==> src/rtl/dmem_pkg.sv <==
// dmem_arbiter shared types and constants.
// FSM state encoding, requester ids and default widths.
package dmem_pkg;

  localparam int DEF_DATA_W = 32;
  localparam int DEF_ADDR_W = 32;
  localparam int MEM_DEPTH  = 1024;

  localparam logic REQ_A = 1'b0;
  localparam logic REQ_B = 1'b1;

  typedef enum logic [2:0] {
    IDLE,
    ACCESS_A,
    ACCESS_B,
    LOCK_A,
    LOCK_B
  } state_e;

endpackage

==> src/rtl/dmem_arbiter_if.sv <==
// Requester and memory-side bus of dmem_arbiter.
// Lock inputs exist only when DMEM_ARB_LOCK_EN is defined.
interface dmem_arbiter_if
  import dmem_pkg::*;
#(
  parameter int DATA_W = DEF_DATA_W,
  parameter int ADDR_W = DEF_ADDR_W
) ();

  logic              a_req;
  logic              a_we;
  logic [ADDR_W-1:0] a_addr;
  logic [DATA_W-1:0] a_wdata;
  logic              a_ack;
  logic              a_rvalid;
  logic [DATA_W-1:0] a_rdata;

  logic              b_req;
  logic              b_we;
  logic [ADDR_W-1:0] b_addr;
  logic [DATA_W-1:0] b_wdata;
  logic              b_ack;
  logic              b_rvalid;
  logic [DATA_W-1:0] b_rdata;

  logic [ADDR_W-1:0] mem_addr;
  logic              mem_we;
  logic [DATA_W-1:0] mem_wdata;
  logic [DATA_W-1:0] mem_rdata;

`ifdef DMEM_ARB_LOCK_EN
  logic              a_lock;
  logic              b_lock;

  modport master (
    output a_req, a_we, a_addr, a_wdata, a_lock,
    input  a_ack, a_rvalid, a_rdata,
    output b_req, b_we, b_addr, b_wdata, b_lock,
    input  b_ack, b_rvalid, b_rdata,
    input  mem_addr, mem_we, mem_wdata,
    output mem_rdata
  );

  modport slave (
    input  a_req, a_we, a_addr, a_wdata, a_lock,
    output a_ack, a_rvalid, a_rdata,
    input  b_req, b_we, b_addr, b_wdata, b_lock,
    output b_ack, b_rvalid, b_rdata,
    output mem_addr, mem_we, mem_wdata,
    input  mem_rdata
  );
`else
  modport master (
    output a_req, a_we, a_addr, a_wdata,
    input  a_ack, a_rvalid, a_rdata,
    output b_req, b_we, b_addr, b_wdata,
    input  b_ack, b_rvalid, b_rdata,
    input  mem_addr, mem_we, mem_wdata,
    output mem_rdata
  );

  modport slave (
    input  a_req, a_we, a_addr, a_wdata,
    output a_ack, a_rvalid, a_rdata,
    input  b_req, b_we, b_addr, b_wdata,
    output b_ack, b_rvalid, b_rdata,
    output mem_addr, mem_we, mem_wdata,
    input  mem_rdata
  );
`endif

endinterface

==> src/rtl/dmem_arbiter_rr_pick2.sv <==
// rr_pick2: two-way round-robin picker.
// A lone request wins; on a tie the pointer side wins.
module rr_pick2
  import dmem_pkg::*;
(
  input  logic [1:0] req_i,
  input  logic       ptr_i,
  output logic       gnt_o,
  output logic       valid_o
);

  // Pick the single requester, or the favoured one on a tie.
  always_comb begin
    valid_o = |req_i;
    gnt_o   = ptr_i;
    unique case (1'b1)
      (req_i == 2'b01): gnt_o = REQ_A;
      (req_i == 2'b10): gnt_o = REQ_B;
      default: ;
    endcase
  end

endmodule

==> src/rtl/dmem_arbiter.sv <==
// dmem_arbiter: round-robin A/B sequencer for the data memory.
// Define DMEM_ARB_LOCK_EN to add a_lock/b_lock and LOCK states.
module dmem_arbiter
  import dmem_pkg::*;
#(
  parameter int DATA_W = DEF_DATA_W,
  parameter int ADDR_W = DEF_ADDR_W
) (
  input logic           clk,
  input logic           reset_n,
  dmem_arbiter_if.slave bus
);

  state_e            state_q;
  state_e            state_d;
  logic              ptr_q;
  logic              gnt;
  logic              gnt_v;
  logic              a_ack_q;
  logic              b_ack_q;
  logic              a_rvalid_q;
  logic              b_rvalid_q;
  logic [DATA_W-1:0] a_rdata_q;
  logic [DATA_W-1:0] b_rdata_q;
  logic [ADDR_W-1:0] mem_addr_q;
  logic              mem_we_q;
  logic [DATA_W-1:0] mem_wdata_q;

  rr_pick2 u_pick (
    .req_i   ({bus.b_req, bus.a_req}),
    .ptr_i   (ptr_q),
    .gnt_o   (gnt),
    .valid_o (gnt_v)
  );

  // Next-state: grant from IDLE, hand over or release after ACCESS.
  always_comb begin
    state_d = state_q;
    unique case (state_q)
      IDLE: begin
        if (gnt_v)
          state_d = (gnt == REQ_A) ? ACCESS_A : ACCESS_B;
      end
      ACCESS_A: begin
        state_d = bus.b_req ? ACCESS_B : IDLE;
`ifdef DMEM_ARB_LOCK_EN
        if (bus.a_lock)
          state_d = LOCK_A;
`endif
      end
      ACCESS_B: begin
        state_d = bus.a_req ? ACCESS_A : IDLE;
`ifdef DMEM_ARB_LOCK_EN
        if (bus.b_lock)
          state_d = LOCK_B;
`endif
      end
`ifdef DMEM_ARB_LOCK_EN
      LOCK_A: begin
        if (bus.a_req)
          state_d = ACCESS_A;
        else if (!bus.a_lock)
          state_d = IDLE;
      end
      LOCK_B: begin
        if (bus.b_req)
          state_d = ACCESS_B;
        else if (!bus.b_lock)
          state_d = IDLE;
      end
`endif
      default: state_d = IDLE;
    endcase
  end

  // State, pointer and all registered outputs.
  always_ff @(posedge clk) begin
    if (!reset_n) begin
      state_q     <= IDLE;
      ptr_q       <= REQ_A;
      a_ack_q     <= 1'b0;
      b_ack_q     <= 1'b0;
      a_rvalid_q  <= 1'b0;
      b_rvalid_q  <= 1'b0;
      a_rdata_q   <= '0;
      b_rdata_q   <= '0;
      mem_addr_q  <= '0;
      mem_we_q    <= 1'b0;
      mem_wdata_q <= '0;
    end else begin
      state_q <= state_d;
      a_ack_q <= (state_d == ACCESS_A);
      b_ack_q <= (state_d == ACCESS_B);
      unique case (state_d)
        ACCESS_A: begin
          mem_addr_q  <= bus.a_addr;
          mem_we_q    <= bus.a_we;
          mem_wdata_q <= bus.a_wdata;
        end
        ACCESS_B: begin
          mem_addr_q  <= bus.b_addr;
          mem_we_q    <= bus.b_we;
          mem_wdata_q <= bus.b_wdata;
        end
        default: begin
          mem_addr_q  <= '0;
          mem_we_q    <= 1'b0;
          mem_wdata_q <= '0;
        end
      endcase
      a_rvalid_q <= (state_q == ACCESS_A) && !mem_we_q;
      b_rvalid_q <= (state_q == ACCESS_B) && !mem_we_q;
      if ((state_q == ACCESS_A) && !mem_we_q)
        a_rdata_q <= bus.mem_rdata;
      if ((state_q == ACCESS_B) && !mem_we_q)
        b_rdata_q <= bus.mem_rdata;
      if (state_q == ACCESS_A)
        ptr_q <= REQ_B;
      else if (state_q == ACCESS_B)
        ptr_q <= REQ_A;
    end
  end

  assign bus.a_ack     = a_ack_q;
  assign bus.b_ack     = b_ack_q;
  assign bus.a_rvalid  = a_rvalid_q;
  assign bus.b_rvalid  = b_rvalid_q;
  assign bus.a_rdata   = a_rdata_q;
  assign bus.b_rdata   = b_rdata_q;
  assign bus.mem_addr  = mem_addr_q;
  assign bus.mem_wdata = mem_wdata_q;
  // No write may land while reset is held, even mid-access.
  assign bus.mem_we    = mem_we_q & reset_n;

  a_hold: assert property (@(posedge clk) disable iff (!reset_n)
    (bus.a_req && !bus.a_ack) |=>
      (!bus.a_req || $stable({bus.a_we, bus.a_addr, bus.a_wdata})))
    else $error("a request fields changed before ack");

  b_hold: assert property (@(posedge clk) disable iff (!reset_n)
    (bus.b_req && !bus.b_ack) |=>
      (!bus.b_req || $stable({bus.b_we, bus.b_addr, bus.b_wdata})))
    else $error("b request fields changed before ack");

  ack_excl: assert property (@(posedge clk)
    !(bus.a_ack && bus.b_ack))
    else $error("both acks high");

endmodule

==> src/flat_wrapper.sv <==
// flat-port wrapper written by rule: the top's interface ports become plain ports
module dmem_arbiter_flat import dmem_pkg::*;
#(
  parameter int DATA_W = DEF_DATA_W,
  parameter int ADDR_W = DEF_ADDR_W
)
  (clk, reset_n, bus_a_req, bus_a_we, bus_a_addr, bus_a_wdata, bus_a_ack, bus_a_rvalid, bus_a_rdata, bus_b_req, bus_b_we, bus_b_addr, bus_b_wdata, bus_b_ack, bus_b_rvalid, bus_b_rdata, bus_mem_addr, bus_mem_we, bus_mem_wdata, bus_mem_rdata);
  dmem_arbiter_if #(.DATA_W(DATA_W), .ADDR_W(ADDR_W)) bus_i ();
  input logic clk;
  input logic reset_n;
  input wire logic [$bits(bus_i.a_req)-1:0] bus_a_req;
  input wire logic [$bits(bus_i.a_we)-1:0] bus_a_we;
  input wire logic [$bits(bus_i.a_addr)-1:0] bus_a_addr;
  input wire logic [$bits(bus_i.a_wdata)-1:0] bus_a_wdata;
  output wire logic [$bits(bus_i.a_ack)-1:0] bus_a_ack;
  output wire logic [$bits(bus_i.a_rvalid)-1:0] bus_a_rvalid;
  output wire logic [$bits(bus_i.a_rdata)-1:0] bus_a_rdata;
  input wire logic [$bits(bus_i.b_req)-1:0] bus_b_req;
  input wire logic [$bits(bus_i.b_we)-1:0] bus_b_we;
  input wire logic [$bits(bus_i.b_addr)-1:0] bus_b_addr;
  input wire logic [$bits(bus_i.b_wdata)-1:0] bus_b_wdata;
  output wire logic [$bits(bus_i.b_ack)-1:0] bus_b_ack;
  output wire logic [$bits(bus_i.b_rvalid)-1:0] bus_b_rvalid;
  output wire logic [$bits(bus_i.b_rdata)-1:0] bus_b_rdata;
  output wire logic [$bits(bus_i.mem_addr)-1:0] bus_mem_addr;
  output wire logic [$bits(bus_i.mem_we)-1:0] bus_mem_we;
  output wire logic [$bits(bus_i.mem_wdata)-1:0] bus_mem_wdata;
  input wire logic [$bits(bus_i.mem_rdata)-1:0] bus_mem_rdata;
  assign bus_i.a_req = bus_a_req;
  assign bus_i.a_we = bus_a_we;
  assign bus_i.a_addr = bus_a_addr;
  assign bus_i.a_wdata = bus_a_wdata;
  assign bus_a_ack = bus_i.a_ack;
  assign bus_a_rvalid = bus_i.a_rvalid;
  assign bus_a_rdata = bus_i.a_rdata;
  assign bus_i.b_req = bus_b_req;
  assign bus_i.b_we = bus_b_we;
  assign bus_i.b_addr = bus_b_addr;
  assign bus_i.b_wdata = bus_b_wdata;
  assign bus_b_ack = bus_i.b_ack;
  assign bus_b_rvalid = bus_i.b_rvalid;
  assign bus_b_rdata = bus_i.b_rdata;
  assign bus_mem_addr = bus_i.mem_addr;
  assign bus_mem_we = bus_i.mem_we;
  assign bus_mem_wdata = bus_i.mem_wdata;
  assign bus_i.mem_rdata = bus_mem_rdata;
  dmem_arbiter #(.DATA_W(DATA_W), .ADDR_W(ADDR_W)) u_core (.clk(clk), .reset_n(reset_n), .bus(bus_i));
endmodule
==> config.mk <==
export PLATFORM = sky130hd
export DESIGN_NAME = dmem_arbiter_flat
export DESIGN_NICKNAME = d
export VERILOG_FILES = /design/src/rtl/dmem_pkg.sv /design/src/rtl/dmem_arbiter_if.sv /design/src/rtl/dmem_arbiter_rr_pick2.sv /design/src/rtl/dmem_arbiter.sv /design/src/flat_wrapper.sv
export SDC_FILE = /design/constraint.sdc
export NUM_CORES = 1
export LEC_CHECK = 0
export CORE_MARGIN = 8
export CORE_UTILIZATION = 39
export CTS_CLUSTER_SIZE = 20
export DETAILED_ROUTE_END_ITERATION = 8
export PLACE_DENSITY = 0.95
export SLEW_MARGIN = 20
export SYNTH_ARGS = -nofsm -noshare
export SYNTH_HDL_FRONTEND = slang
export SYNTH_SLANG_ARGS = --single-unit
==> constraint.sdc <==
create_clock -name clk -period 3 [get_ports clk]
set_clock_uncertainty 0.2 [all_clocks]
set_input_delay 0.45 -clock clk [delete_from_list [all_inputs] [get_ports clk]]
set_output_delay 0.45 -clock clk [all_outputs]
set_load 0.03 [all_outputs]
==> out/results.env, run 1 <==
DPL_CELL_AREA_MM2=0.00773
CRITICAL_PATH_ARRIVAL_PS=2650
TOTALWIRELENGTH_UM=17700
FP.DIEAREA_MM2=0.0158
CTS_REPAIR_RESIZES=0
YOSYSSEQAREASHARE_PCT=58.5
POST-ROUTE-UTIL_PCT=69.9
RSZ0062_AT_GRT='false'
DRC_ERRORS=0
ANT_NETS=0
POST-ROUTE-MIN-PERIOD_PS=2510
PEAK_FREQ_GHz=0.399
FIRST_ITER_VIOLATIONS=233
DP_WIRELENGTH_UM=14000
WORST-R2R-SETUP-SLACK_PS=1000
H_TREE_LEVEL_COUNT=4
NETLIST.TOP_CELL.BY_AREA='sky130_fd_sc_hd__dfxtp_1'
IRDROPWORSTVDD_uV=294
SETUP.WORST_PATH.END_CLASS='flop'
LAYOUT.CELLS.MOST_COMMON='sky130_fd_sc_hd__clkdlybuf4s50_1'
MAPPEDNETLISTAREA_MM2=0.00469
SYNTH.TOP_CELL.AREA_SHARE_PCT=58.5
AVGVIACOUNTPERCELL=4.96
AREA_GROWTH_SYNTH_TO_FINISH_PCT=77.0
WORSTHOLDSTART='u_core.bus.b_rdata[28]'
SYNTH.YOSYS.WARNINGS=0
FINAL_WORST_PATH_PERIOD_SHARE_PCT=83.6
LARGEST_NET_DEGREE_AT_THE_START_OF_GLOBAL_ROUTING=72
HOLD_DEPTH=2
SEQ_AREA_MM2=0.00274
REG2REG_FROM='u_core.state_q[2]'
MIN-DELAY-PATH-CLASS='reg -> reg'
CORE-AREA_MM2=0.0119
CTS_MAX_PATH_BUFFERS=2
CRITICAL_PATH.STARTPOINT_TYPE='primary input'
WORST_SKEW_PAIR.LATE_LATENCY_PS=400
POST-ROUTE-CELL-AREA_MM2=0.00830
INITIAL_ANTENNA_VIOLATION_COUNT=1
POST_SYNTHESIS_CELL_TYPE_COUNT=25
POWERDENSITY_mW_PER_MM2=551
SYNTH.FF_LATCH_COUNT=137
FIRST_GLOBAL_VIAS=4952
HOLDBUFCOUNTCTS=0
NUM-NETS-FINAL=914
MAXSLEWVIOLCOUNT=0
TIMING_WORST_SLEW_PIN_VALUE_PS=626
WORST_R2R_ENDPOINT='u_core.bus.b_rdata[10]'
DIE_W_UM=126
CELLS_ON_WORST_REG2REG_PATH=4
GLOBALROUTE.TOTALOVERFLOW=0
FINAL_CELL_MIX='sky130_fd_sc_hd__clkdlybuf4s50_1, sky130_fd_sc_hd__dfxtp_1, sky130_fd_sc_hd__nand2_1, sky130_fd_sc_hd__a22o_1, sky130_fd_sc_hd__a21boi_0'
BUFFER_PORTS.INSERTED=298
NUMBER_OF_BUFFERS_ADDED_FOR_SETUP_AFTER_CTS=0
REPORT.FINAL.HOLD_VIOL_COUNT=0
TRITONCTS_CLOCK_TREE='yes'
SLEW_HEADROOM_PCT=58.3
INSTANCES_NO_FILL=905
SETUP_VIOL_COUNT_FINAL=0
POST-PLACE-CELLS=874
WHS_PS=251
DETAIL_ROUTE.WL_PER_CELL_UM=19.5
POST_ROUTE_CELLS_DRIVE_ABOVE_1_SHARE_PCT=5.94
CTSROOTBUFFERMASTER='sky130_fd_sc_hd__clkbuf_16'
DR_TOTAL_VIAS=4489
PLACE.GP.CONGESTION=0.849
START_UTIL_PCT=39.5
FILLERS=844
CRITICAL_PATH.MAX_FANOUT=29
POST_SYNTHESIS_NET_COUNT=624
STD_CELL_ROWS=40
DIE_H_UM=126
GRT_FIRST_PASS_WIRELENGTH_UM=27000
NUMBER_OF_BUFFERS_INSERTED_DURING_CLOCK_TREE_SYNTHESIS=17
SYNTH_TOP_CELLS_BY_AREA='sky130_fd_sc_hd__dfxtp_1, sky130_fd_sc_hd__a22o_1, sky130_fd_sc_hd__nand2_1'
P_LEAK_nW=3.04
IO_PINS=299
SYNTHCELLS=456
DRV.MAX_CAP_VIOLATION_COUNT=0
STATUS='finished, final reports clean'
CLK_PIN_SLEW_PS=60
CTS.SINK_COUNT=137
DRT_PRE_ANTENNA_ITERS=6
SUM_OF_NEGATIVE_SETUP_SLACK_PS=0
HOLD_END='u_core.bus.b_rdata[28]'
GRT_UTIL_ALL_LAYERS_PCT=22.0
SETUP.WORST_PATH.CLASS='in -> reg'
PER_INSTANCE_AVERAGE_AREA_AFTER_SYNTHESIS_UM2=10.3
CRITPATHREQUIREDTIME_PS=3140
MULTI_INPUT_LOGIC_AREA_MM2=0.00174
[synth_stat cells]
cell type	instances
sky130_fd_sc_hd__a22o_1	65
sky130_fd_sc_hd__nand2_1	130
sky130_fd_sc_hd__nand2b_1	1
sky130_fd_sc_hd__ha_1	2
sky130_fd_sc_hd__a21boi_0	48
sky130_fd_sc_hd__nor2_1	2
sky130_fd_sc_hd__or3_1	1
sky130_fd_sc_hd__buf_2	15
sky130_fd_sc_hd__nand3b_1	1
sky130_fd_sc_hd__inv_1	2
sky130_fd_sc_hd__and3_1	2
sky130_fd_sc_hd__nor3_2	1
sky130_fd_sc_hd__buf_6	4
sky130_fd_sc_hd__o31ai_1	1
sky130_fd_sc_hd__clkbuf_1	11
sky130_fd_sc_hd__o21ai_0	1
sky130_fd_sc_hd__a21boi_1	17
sky130_fd_sc_hd__nor4b_1	1
sky130_fd_sc_hd__conb_1	1
sky130_fd_sc_hd__dfxtp_1	137
sky130_fd_sc_hd__nor4b_4	2
sky130_fd_sc_hd__a22oi_1	1
sky130_fd_sc_hd__mux2i_1	1
sky130_fd_sc_hd__buf_4	6
sky130_fd_sc_hd__and2_1	3
[per-layer routing]
layer / GRT usage [%] / vias up / routed length (um)
met1: 20.6 / 2061 / 6240
met3: 8.52 / 49 / 1470
met4: 13.5 / 0 / 932
met2: 39.7 / 236 / 9010
li1: - / 2143 / -
met5: 0 / - / 0
[worst max path at each step]
stage / startpoint / endpoint / slack [ps] / cells after the start
global route: bus_a_req / u_core.bus.mem_wdata[10] / 430 / 8
CTS: bus_a_req / u_core.bus.mem_addr[11] / 510 / 8
detailed placement: bus_a_req / u_core.bus.mem_addr[11] / 90 / 8
floorplan: bus_a_req / u_core.bus.mem_addr[0] / 950 / 8
finish: bus_a_req / u_core.bus.mem_wdata[10] / 490 / 8
global placement: bus_a_req / u_core.bus.mem_addr[8] / 240 / 8
[cells by family after synthesis]
family          synth area share [%]
simple gates                    13.1
flops                           58.5
compound gates                  23.0
buf+inv                         4.57
fa+ha+maj                      0.534
mux                            0.214
other cells                   0.0800
[per-stage QoR]
step | total power [mW] | setup WS [ps]
2_1_floorplan | 2.24 | 950
3_3_place_gp | 2.63 | 242
3_5_place_dp | 2.65 | 88.2
4_1_cts | 4.60 | 509
5_1_grt | 4.73 | 426
6_report | 4.57 | 491
[report_power, final]
group	internal [mW]	switching, mW	leakage, nW
Sequential	1.89	0.0323	1.11
Combinational	0.371	0.312	1.67
Clock	1.20	0.763	0.255
[flip-flops by register name, indices dropped and copies added (netlist names)]
register / count
u_core.bus.a_ack: 1
u_core.bus.b_rvalid: 1
u_core.bus.mem_addr: 32
u_core.bus.a_rvalid: 1
u_core.bus.b_ack: 1
u_core.bus.a_rdata: 32
u_core.bus.b_rdata: 32
u_core.state_q: 3
u_core.ptr_q: 1
u_core.bus.mem_wdata: 32
u_core.mem_we_q: 1
[worst max-delay path, stage by stage]
cell and delay [ps]:
sky130_fd_sc_hd__clkdlybuf4s50_1 520, sky130_fd_sc_hd__inv_1 80, sky130_fd_sc_hd__ha_1 290, sky130_fd_sc_hd__mux2i_1 240
sky130_fd_sc_hd__a22oi_1 160, sky130_fd_sc_hd__nor4b_4 320, sky130_fd_sc_hd__buf_4 370, sky130_fd_sc_hd__a22o_1 210
[layout make-up]
cell class              count  area share, %
diodes                      1         0.0302
clock buffers              20           5.63
clock inverters            10           1.16
inverters                   2         0.0905
multi-input cells         281           21.0
flip-flops and latches    137           33.1
well taps                 147           2.22
repair buffers            307           36.9
No activity file was read; power rests on OpenSTA's default activity.
==> run 2: changes to the inputs <==
--- a/config.mk
+++ b/config.mk
@@ -6,10 +6,10 @@
 export NUM_CORES = 1
 export LEC_CHECK = 0
 export CORE_MARGIN = 8
-export CORE_UTILIZATION = 39
+export CORE_UTILIZATION = 36
 export CTS_CLUSTER_SIZE = 20
 export DETAILED_ROUTE_END_ITERATION = 8
-export PLACE_DENSITY = 0.95
+export PLACE_DENSITY = 0.91
 export SLEW_MARGIN = 20
 export SYNTH_ARGS = -nofsm -noshare
 export SYNTH_HDL_FRONTEND = slang
==> constraint.sdc (replaced) <==
create_clock -name clk -period 2.5 [get_ports clk]
set_clock_uncertainty 0.2 [all_clocks]
set_input_delay 0.375 -clock clk [delete_from_list [all_inputs] [get_ports clk]]
set_output_delay 0.375 -clock clk [all_outputs]
set_load 0.03 [all_outputs]
==> run 2 against run 1 <==
Register-to-register slack worse by 360 ps. Critical path depth decreased by 6. Power increased by 22%. Via count down 0.78%. Design area grew 1.3%. Critical path type is now reg -> out. Largest cell class unchanged. Largest power group unchanged.
==> out/results.env, run 2 (synthesized netlist as in run 1, its figures left out) <==
STATUS='finished, final reports clean'
POST-LAYOUT-TOTAL-POWER_mW=5.60
CTS_REPAIR_RESIZES=0
CORE-AREA_MM2=0.0127
POST-ROUTE-CELL-AREA_MM2=0.00840
SETUP_VIOL_COUNT_FINAL=0
DIE_W_UM=130
P_LEAK_nW=3.10
SLEW_HEADROOM_PCT=64.8
CTSROOTBUFFERMASTER='sky130_fd_sc_hd__clkbuf_16'
NUM-NETS-FINAL=919
CLK_PIN_SLEW_PS=50
CRIT_START='u_core.mem_we_q'
POST-ROUTE-MIN-PERIOD_PS=2320
DRC_ERRORS=0
DPL_CELL_AREA_MM2=0.00781
NUMBER_OF_BUFFERS_INSERTED_DURING_CLOCK_TREE_SYNTHESIS=17
BUFFER_PORTS.INSERTED=298
TIMING_WORST_SLEW_PIN_VALUE_PS=528
TOTALWIRELENGTH_UM=17500
STD_CELL_ROWS=41
INITIAL_ANTENNA_VIOLATION_COUNT=0
LAYOUT.CELLS.MOST_COMMON='sky130_fd_sc_hd__clkdlybuf4s50_1'
START_UTIL_PCT=37.0
AVGVIACOUNTPERCELL=4.76
N_ANTENNA_CELL=0
INSTANCES_NO_FILL=935
DRV.MAX_CAP_VIOLATION_COUNT=0
TRITONCTS_CLOCK_TREE='yes'
WORSTHOLDSTART='reset_n'
SETUP.WORST_PATH.END_CLASS='output pin'
FIRST_ITER_VIOLATIONS=158
PLACE.GP.CONGESTION=0.833
IRDROPWORSTVDD_uV=397
REPORT.FINAL.HOLD_VIOL_COUNT=0
DRT_PRE_ANTENNA_ITERS=4
DETAIL_ROUTE.WL_PER_CELL_UM=18.7
GLOBALROUTE.TOTALOVERFLOW=0
SETUP.WORST_PATH.CLASS='reg -> out'
FINAL_WORST_PATH_PERIOD_SHARE_PCT=92.7
LARGEST_NET_DEGREE_AT_THE_START_OF_GLOBAL_ROUTING=67
WORST_SKEW_PAIR.LATE_LATENCY_PS=410
GRT_UTIL_ALL_LAYERS_PCT=20.3
DP_WIRELENGTH_UM=13500
REG2REG_FROM='u_core.state_q[0]'
DR_TOTAL_VIAS=4454
MAXSLEWVIOLCOUNT=0
FINALWORSTSETUPSLACK_PS=183
CRITICAL_PATH.STARTPOINT_TYPE='flop'
CRITPATHREQUIREDTIME_PS=1920
PLACE_WORST_SETUP_SLACK_PS=-164
IO_PINS=299
DIE_H_UM=130
CTS.SINK_COUNT=137
FILLERS=953
PEAK_FREQ_GHz=0.432
POST_ROUTE_CELLS_DRIVE_ABOVE_1_SHARE_PCT=6.42
H_TREE_LEVEL_COUNT=4
FIRST_GLOBAL_VIAS=4657
FINAL_CELL_MIX='sky130_fd_sc_hd__clkdlybuf4s50_1, sky130_fd_sc_hd__dfxtp_1, sky130_fd_sc_hd__nand2_1, sky130_fd_sc_hd__a22o_1, sky130_fd_sc_hd__a21boi_0'
MULTI_INPUT_LOGIC_AREA_MM2=0.00174
POWERDENSITY_mW_PER_MM2=666
GRT_FIRST_PASS_WIRELENGTH_UM=25500
POST-PLACE-CELLS=904
ANT_NETS=0
FP.DIEAREA_MM2=0.0169
CRITICAL_PATH_ARRIVAL_PS=1740
SEQ_AREA_MM2=0.00274
NUMBER_OF_BUFFERS_ADDED_FOR_SETUP_AFTER_CTS=0
CTS_MAX_PATH_BUFFERS=2
POST-ROUTE-UTIL_PCT=66.3
MIN-DELAY-PATH-CLASS='in -> reg'
HOLDBUFCOUNTCTS=0
CRITICAL_PATH.MAX_FANOUT=5
AREA_GROWTH_SYNTH_TO_FINISH_PCT=79.3
RSZ0062_AT_GRT='false'
-- run 2: cell count changes in the layout (fill, tap and decap cells not counted), sizes merged --
| cell | previous run | this run |
|---|---|---|
| clkinv | 1 | 5 |
| clkinvlp | 7 | 1 |
| bufinv | 1 | 2 |
| buf | 10 | 15 |
| inv | 3 | 2 |
| clkbuf | 20 | 23 |
| diode | 1 | 0 |
-- run 2: cell type report --
type | instances | area share (%)
tap | 172 | 2.56
clock buffer | 23 | 5.93
multi-input combinational | 281 | 20.7
timing repair buffer | 312 | 37.0
sequential | 137 | 32.6
inverter | 2 | 0.0894
clock inverter | 8 | 1.10
-- run 2: routing by layer --
metal / part of all wire (%) / vias to the layer above / GRT usage (%) / wire, um
met4: 3.2 / 0 / 10.5 / 552
met2: 54 / 205 / 37.7 / 9470
li1: - / 2152 / - / -
met1: 32 / 2065 / 18.7 / 5660
met5: 0 / - / 0 / 0
met3: 10 / 32 / 8.45 / 1780
-- run 2: final timing paths --
check	endpoint	slack [ps]	depth (start not counted)
worst max-delay path	bus_mem_we	180	2
worst min-delay path	u_core.ptr_q	90	2
worst max register to register	u_core.bus.a_rdata[10]	640	4
worst min register to register	u_core.bus.b_rdata[29]	250	2
-- run 2: critical path, stage by stage, from the launching register on --
cell and delay [ps]:
sky130_fd_sc_hd__dfxtp_1 470, sky130_fd_sc_hd__and2_1 170, sky130_fd_sc_hd__clkdlybuf4s50_1 690
-- run 2: per-stage QoR --
stage / hold slack, ps / TNS, ps
2_1_floorplan: 253 / 0
3_3_place_gp: 240 / -5210
3_5_place_dp: 247 / -8600
4_1_cts: 67.6 / 0
5_1_grt: 87.2 / 0
6_report: 87.1 / 0
-- run 2: report_power, final --
| part | internal [mW] | leakage (nW) | switching [mW] |
|---|---|---|---|
| clock | 1.58 | 0.295 | 0.879 |
| combinational | 0.452 | 1.70 | 0.371 |
| sequential | 2.27 | 1.11 | 0.0366 |
==> run 3: changes to the inputs <==
--- a/config.mk
+++ b/config.mk
@@ -10,6 +10,7 @@
 export CTS_CLUSTER_SIZE = 20
 export DETAILED_ROUTE_END_ITERATION = 8
 export PLACE_DENSITY = 0.91
+export SETUP_SLACK_MARGIN = 0.4
 export SLEW_MARGIN = 20
 export SYNTH_ARGS = -nofsm -noshare
 export SYNTH_HDL_FRONTEND = slang
==> run 3 against run 2 <==
Utilization grew 1.2 points. Fmax is 13% higher. Setup slack improved by 260 ps. Wire length is 4.7% higher. Clock power about the same. Largest cell class unchanged. Register-to-register slack worse by 30 ps.
==> out/results.env, run 3 (synthesized netlist as in run 1, its figures left out) <==
SWITCHING_SHARE_PCT=23.2
FP.DIEAREA_MM2=0.0169
CTS.SINK_COUNT=137
DRV.MAX_CAP_VIOLATION_COUNT=0
FIRST_ITER_VIOLATIONS=157
P_LEAK_nW=3.19
NUMBER_OF_BUFFERS_INSERTED_DURING_CLOCK_TREE_SYNTHESIS=17
DETAIL_ROUTE.WL_PER_CELL_UM=19.4
POST_ROUTE_CELLS_DRIVE_ABOVE_1_SHARE_PCT=8.05
DIE_H_UM=130
DRC_ERRORS=0
LARGEST_NET_DEGREE_AT_THE_START_OF_GLOBAL_ROUTING=67
TIMING.CRITICAL_PATH.SLOWEST_CELL_DELAY_PS=730
CRITICAL-PATH-SLOWEST-CELL='sky130_fd_sc_hd__clkdlybuf4s50_1'
MAXSLEWVIOLCOUNT=0
SETUP.WORST_PATH.END_CLASS='output pin'
RSZ0062_AT_GRT='true'
MIN-DELAY-PATH-CLASS='in -> reg'
FINAL_CELL_MIX='sky130_fd_sc_hd__clkdlybuf4s50_1, sky130_fd_sc_hd__dfxtp_1, sky130_fd_sc_hd__nand2_1, sky130_fd_sc_hd__a22o_1, sky130_fd_sc_hd__a21boi_0'
DIE_W_UM=130
IO_PINS=299
CORE-AREA_MM2=0.0127
FINAL_WORST_PATH_PERIOD_SHARE_PCT=82.1
ANT_NETS=0
H_TREE_LEVEL_COUNT=4
TIMING_WORST_SLEW_PIN_VALUE_PS=535
POWERDENSITY_mW_PER_MM2=661
TOTALWIRELENGTH_UM=18300
STD_CELL_ROWS=41
N_ANTENNA_CELL=0
POST-LAYOUT-TOTAL-POWER_mW=5.65
POST-ROUTE-UTIL_PCT=67.5
P_SW_mW=1.31
DP_WIRELENGTH_UM=13500
START_UTIL_PCT=37.0
STATUS='finished, final reports clean'
CTS_MAX_PATH_BUFFERS=2
WORST_SKEW_PAIR.LATE_LATENCY_PS=410
GRT_UTIL_ALL_LAYERS_PCT=21.2
REPORT.FINAL.HOLD_VIOL_COUNT=0
GLOBALROUTE.TOTALOVERFLOW=0
IRDROPWORSTVDD_uV=389
WORST-PATH-BUF-INV=1
POST-ROUTE-MIN-PERIOD_PS=2050
CRITICAL_PATH.MAX_FANOUT=1
AREA_GROWTH_SYNTH_TO_FINISH_PCT=82.6
CRITPATHREQUIREDTIME_PS=1920
NUM-NETS-FINAL=926
SETUP.WORST_PATH.CLASS='reg -> out'
CP_CELL_SEQUENCE='clkdlybuf4s50_1'
CLK_PIN_SLEW_PS=60
FIRST_GLOBAL_VIAS=4771
P_INT_mW=4.34
DR_TOTAL_VIAS=4523
PLACE.GP.CONGESTION=0.833
SLEW_HEADROOM_PCT=64.3
DRT_PRE_ANTENNA_ITERS=4
CRITICAL_PATH.STARTPOINT_TYPE='flop'
PWR-SHARE-CLK_PCT=43.8
GRT_FIRST_PASS_WIRELENGTH_UM=26500
SEQPWRFRAC_PCT=40.9
PEAK_FREQ_GHz=0.487
AVGVIACOUNTPERCELL=4.80
CTSROOTBUFFERMASTER='sky130_fd_sc_hd__clkbuf_16'
LAYOUT.CELLS.MOST_COMMON='sky130_fd_sc_hd__clkdlybuf4s50_1'
SETUP_VIOL_COUNT_FINAL=0
CRITICAL_PATH.TOP_DELAY_FAMILY='buffers and inverters'
CRITICAL_PATH_ARRIVAL_PS=1480
BUFFER_PORTS.INSERTED=298
P_COMB_SHARE_PCT=15.4
INITIAL_ANTENNA_VIOLATION_COUNT=0
TRITONCTS_CLOCK_TREE='yes'
## run 3: changes by cell type in the layout (fill, tap and decap cells not counted), sizes merged
cell / before / now
bufbuf: 0 / 2
clkbuf: 23 / 24
dlygate4sd2: 0 / 2
dlymetal6s2s: 0 / 1
clkdlybuf4s50: 297 / 293
buf: 15 / 20
## run 3: stage by stage
stage / setup WS (ps) / cells / hold WS, ps / TNS, ps / area (um2)
2_1_floorplan: 525 / 456 / 253 / 0 / 4690
3_3_place_gp: -99.2 / 904 / 240 / -5210 / 7810
3_5_place_dp: -164 / 904 / 247 / -8600 / 7810
4_1_cts: 402 / 942 / 70.1 / 0 / 8560
5_1_grt: 395 / 942 / 95.4 / 0 / 8560
6_report: 446 / 942 / 95.2 / 0 / 8560
## run 3: timing repair
item,in CTS,in global routing
pin swaps,3,1
resized for setup,10,5
hold buffers,0,0
buffers inserted,4,0
setup endpoints to repair,67,50
cloned,3,0
## run 3: layout make-up
type,count,area [um2]
Sequential cell,137,2740
Multi-Input combinational cell,281,1770
Inverter,2,7.51
Tap cell,172,215
Clock buffer,23,498
Timing Repair Buffer,319,3230
Clock inverter,8,92.6
Fill cell,934,4120
## run 3: final timing paths
path	slack, ps	cells after the start	start	endpoint
setup reg to reg	610	4	u_core.state_q[0]	u_core.bus.a_rdata[10]
hold / removal	100	2	reset_n	u_core.ptr_q
hold reg to reg	250	2	u_core.bus.b_rdata[29]	u_core.bus.b_rdata[29]
setup / recovery	450	1	u_core.bus.mem_wdata[15]	bus_mem_wdata[15]
## run 3: routing by layer
metal  wire length [um]  up-vias  track usage [%]
met5                  0        -                0
met2               9920      209             39.8
met3               1740       36             7.67
met4                689        0             11.5
met1               5930     2113             19.6
li1                   -     2165                -
## run 3: power groups by stage
| stage | registers (mW) | clock network, mW | logic [mW] |
|---|---|---|---|
| after CTS | 2.31 | 2.51 | 0.874 |
| after detailed placement | 2.36 | 0 | 0.824 |
| after global placement | 2.35 | 0 | 0.810 |
| after floorplan | 2.52 | 0 | 0.167 |
| final | 2.31 | 2.48 | 0.868 |
| after global routing | 2.32 | 2.63 | 0.909 |
